===== src/rtl/reg_stack.sv =====
// LIFO register stack with saturating pointer and sticky overflow/underflow flags.
// Push+pop on a non-empty stack replaces the top entry in one cycle.
module reg_stack #(
  parameter int WIDTH = 8,
  parameter int DEPTH = 8,
  parameter int PW    = $clog2(DEPTH) + 1
) (
  input  logic             clk,
  input  logic             rst,
  input  logic             push,
  input  logic             pop,
  input  logic [WIDTH-1:0] data_in,
  output logic [WIDTH-1:0] data_out,
  output logic [WIDTH-1:0] top,
  output logic [PW-1:0]    count,
  output logic             empty,
  output logic             full,
  output logic             overflow,
  output logic             underflow
);

  localparam int AW = $clog2(DEPTH);

  logic [WIDTH-1:0] mem_q [DEPTH];
  logic [PW-1:0]    count_q, count_d;
  logic [WIDTH-1:0] dout_q, dout_d;
  logic             ovf_q, ovf_d;
  logic             unf_q, unf_d;
  logic             we;
  logic [AW-1:0]    wr_idx;
  logic [AW-1:0]    sp_lo;
  logic [AW-1:0]    top_idx;
  logic             rep, wr, ovfc, rd, unfc;

  // low bits wrap to 0 at DEPTH, so sp_lo-1 still addresses the top when full
  assign sp_lo   = count_q[AW-1:0];
  assign top_idx = sp_lo - AW'(1);

  assign empty = (count_q == '0);
  assign full  = (count_q == PW'(DEPTH));
  assign top   = empty ? '0 : mem_q[top_idx];

  assign count     = count_q;
  assign data_out  = dout_q;
  assign overflow  = ovf_q;
  assign underflow = unf_q;

  assign rep  = push &  pop & ~empty;
  assign wr   = push & ~full & ~rep;
  assign ovfc = push & ~pop & full;
  assign rd   = pop & ~push & ~empty;
  assign unfc = pop & ~push & empty;

  always_comb begin
    count_d = count_q;
    dout_d  = dout_q;
    ovf_d   = ovf_q;
    unf_d   = unf_q;
    we      = 1'b0;
    wr_idx  = sp_lo;
    unique case (1'b1)
      rep: begin
        dout_d = mem_q[top_idx];
        we     = 1'b1;
        wr_idx = top_idx;
      end
      wr: begin
        we      = 1'b1;
        count_d = count_q + PW'(1);
      end
      ovfc: ovf_d = 1'b1;
      rd: begin
        dout_d  = mem_q[top_idx];
        count_d = count_q - PW'(1);
      end
      unfc: unf_d = 1'b1;
      default: ;
    endcase
  end

  always_ff @(posedge clk) begin
    if (rst) begin
      count_q <= '0;
      dout_q  <= '0;
      ovf_q   <= 1'b0;
      unf_q   <= 1'b0;
    end else begin
      count_q <= count_d;
      dout_q  <= dout_d;
      ovf_q   <= ovf_d;
      unf_q   <= unf_d;
    end
  end

  always_ff @(posedge clk) begin
    if (!rst && we)
      mem_q[wr_idx] <= data_in;
  end

endmodule


===== config.mk =====
export PLATFORM = sky130hd
export DESIGN_NAME = reg_stack
export DESIGN_NICKNAME = d
export VERILOG_FILES = /design/src/rtl/reg_stack.sv
export SDC_FILE = /design/constraint.sdc
export NUM_CORES = 1
export LEC_CHECK = 0
export CAP_MARGIN = 20
export CORE_MARGIN = 5
export CORE_UTILIZATION = 52
export CTS_BUF_LIST = sky130_fd_sc_hd__clkbuf_2
export DETAILED_ROUTE_END_ITERATION = 12
export PLACE_DENSITY = 0.79
export REMOVE_ABC_BUFFERS = 1
export SETUP_SLACK_MARGIN = 0.3
export SLEW_MARGIN = 20
export SYNTH_ARGS = -nofsm -noshare
export SYNTH_HDL_FRONTEND = slang
export SYNTH_SLANG_ARGS = --single-unit

===== constraint.sdc =====
create_clock -name clk -period 3.2 [get_ports clk]
set_input_delay 0.32 -clock clk [delete_from_list [all_inputs] [get_ports clk]]
set_output_delay 0.32 -clock clk [all_outputs]
set_load 0.05 [all_outputs]

==> summary.txt <==
Run status
  – Status: finished, final reports clean

Die
  – Die X: 89.0 um
  – Die area: 7920 um2
  – Die height: 89.0 um
  – Core Area: 5990 um2
  – Rows: 28
  – Initial Util: 54.2%
  – # IOs: 36

Global routing
  – Global-route usage over all layers: between 10% and 20%
  – Vias in the first global route: around 1900
  – First-pass GRT wire length: 9.82 mm
  – Congestion Overflow GR: 0
  – Initial antenna violation count: 0
  – Largest net degree at the start of global routing: 26

Logic synthesis
  – Synth Cell Area: about 3200 um2
  – Yosys cell types: 37
  – Yosys top cell by area: edfxtp_1
  – Top cells by area, synth: edfxtp_1, mux4_2, dfxtp_1
  – Most frequent cell after synthesis: edfxtp_1
  – Synth cell count leaders: edfxtp_1, nor2_1, mux4_2
  – Post-synth top area share: around three fifths
  – Mean Syn Cell Area: 15.7 um2
  – Post-synthesis xor/xnor area fraction: about 1.0%
  – Synth warn: 0
  – Post-synthesis simple-gate area fraction: under 10%
  – Mapped Cells: 207
  – Sequential fraction of the synthesis area: 67.8%
  – Fraction of registers with async set/reset: 0%
  – Largest family of logic cells by synthesized area: multiplexers
  – Predominant post-synthesis flop cell: edfxtp_1
  – Synth Area in Adders: less than 1%
  – Number of synthesized flops with an enable pin: 64
  – Compound-Gate Fraction of Synth Area: 6.13%
  – Synth Register Bits: 78
  – Post-synthesis mux area share: 14.2%

Final layout
  – FF+latch area: 2210 um2
  – Fill count: 438
  – Final #Nets: between 200 and 300
  – Antenna fix cells: 0
  – Ratio of cells with drive above 1 in the final layout: between 20% and 30%
  – Multi-input gate area: 1020 um2
  – Synth-to-layout area growth: 20.1%

STA
  – Max Freq: 362 MHz
  – Final Hold Vio Count: 0
  – Final period utilization: 86.3%
  – Min Tclk post-route: 2760 ps
  – Clock skew: 21.5 ps
  – Setup violators final: 0
  – Final TNS setup: 0 ps
  – RSZ-0062 raised after global routing: yes
  – Tightest Pin Transition: 484 ps
  – Slew headroom: 66.8%
  – Final slew viol count: 0
  – Worst hold slack: 499 ps

Critical path
  – Critical path peak fanout: 9
  – Req. time, crit path: 2880 ps
  – CP arrival: 2440 ps
  – CP Depth: 7
  – Critical Path Sink: top[4]
  – Crit-path leading delay family: multiplexers
  – R2R setup slack: about 450 ps
  – Worst reg2reg startpoint: count[1]
  – Cell Chain, Critical Path: inv_1, ha_4, clkbuf_4, mux4_2, mux2i_1, nor2_1, buf_4
  – Type of origin of the critical path: register
  – WP buf/inv: 3
  – Crit-path slowest cell: dfxtp_4
  – Max stage delay on crit path: 420 ps
  – CP Launch Point: count[1]
  – FF-to-FF path depth: 10
  – Crit path kind: reg2out
  – Element type at the critical path end: output pin
  – Reg2reg end: count[2]

Clocking
  – Clock Root Buffer: clkbuf_2
  – Clock sink total: around 80
  – Clk pin slew, worst setup/hold paths: 200 ps
  – Clock Latency Late Sink: 470 ps
  – TritonCTS clock tree: yes
  – CTS H-Tree Depth: 3
  – CTS Buf Count: 9
  – Clock buffer depth: 2
  – Cts hold-fix bufs: 0

Route
  – Via count: around 1900
  – Via/cell ratio: 5.69
  – Final wirelength: about 6.4 mm
  – Drt wl/cell: 18.9 um
  – Drc violations: 0
  – Antenna-violating nets left: 0
  – Pre-antenna DRT Iters: 4
  – Drt initial violations: 111

Worst hold path
  – Hold path depth: 2
  – Hold Crit Class: reg2reg

Run
  – Max cap viols: 0

Place
  – PortBufs: 35
  – GP Congestion: 0.778
  – Post-DP HPWL: 4.13 mm
worst min path at each step:
stage / endpoint / startpoint / slack [ps]
detailed placement: overflow / overflow / 460
CTS: mem_q[5][7] / data_in[7] / 500
floorplan: count[0] / rst / 390
global route: mem_q[1][0] / data_in[0] / 490
global placement: overflow / overflow / 450
finish: overflow / overflow / 500
area by class of cell:
cell class / instances / area share [%]
Clock buffer: 10 / 1.28
Clock inverter: 6 / 1.57
Inverter: 5 / 0.481
Multi-Input combinational cell: 114 / 26.1
Sequential cell: 78 / 56.6
Tap cell: 75 / 2.41
Timing Repair Buffer: 52 / 11.6
state kept, by name, summed over array words and instances, names as in the netlist:
signal	flops
data_out	8
mem_q	64
overflow	1
count	4
underflow	1
cells in the final DEF, fill, tap and decap left out, drive strengths merged, types with 3 or more instances in the layout:
cell type      instances
nor2b                  3
clkbuf                11
dfxtp                 14
clkdlybuf4s50         25
o21ai                  5
inv                    6
nor2                  33
a211oi                 9
a31oi                  4
nor3                   3
edfxtp                64
nand2                  4
mux4                  16
buf                   26
or3b                   3
clkinv                 3
mux2i                  9
kinds of logic (layout without fill, tap and decap cells):
family | count (synthesis) | count (layout)
flops | 78 | 78
simple gates | 55 | 55
compound gates | 28 | 28
mux | 26 | 26
buf+inv | 15 | 73
xor+xnor | 3 | 3
fa+ha+maj | 2 | 2
timing repair:
item,4_1_cts,5_1_grt
pin swaps,0,1
resized for setup,3,5
buffers inserted,0,3
endpoints found under the setup margin,8,9
endpoints found under the hold margin,0,0
tightest hold or removal path, cell delays in order, from the launching register on:
cell and delay [ps]:
dfxtp_1 370, a31oi_1 40, nor2_1 70
through the flow:
step                      instances  worst slack, ps  util, %  cell area [um2]
after floorplan                 197             -774        -             3200
after global placement          321              471     62.2             3730
after detailed placement        321              409     62.2             3730
after CTS                       337              329     64.5             3860
after global routing            340              253     65.1             3900
final                           340              439     65.1             3900
routing by layer:
metal	vias up	routed length [um]	global-route usage (%)
li1	916	-	-
met1	956	2860	22.3
met2	56	3150	28.9
met3	7	359	4.79
met4	0	65	5.68
met5	-	0	0
Power is left out: the tool's default activity adds up to more than one toggle a clock period on the data nets, which glitch-free logic cannot reach.
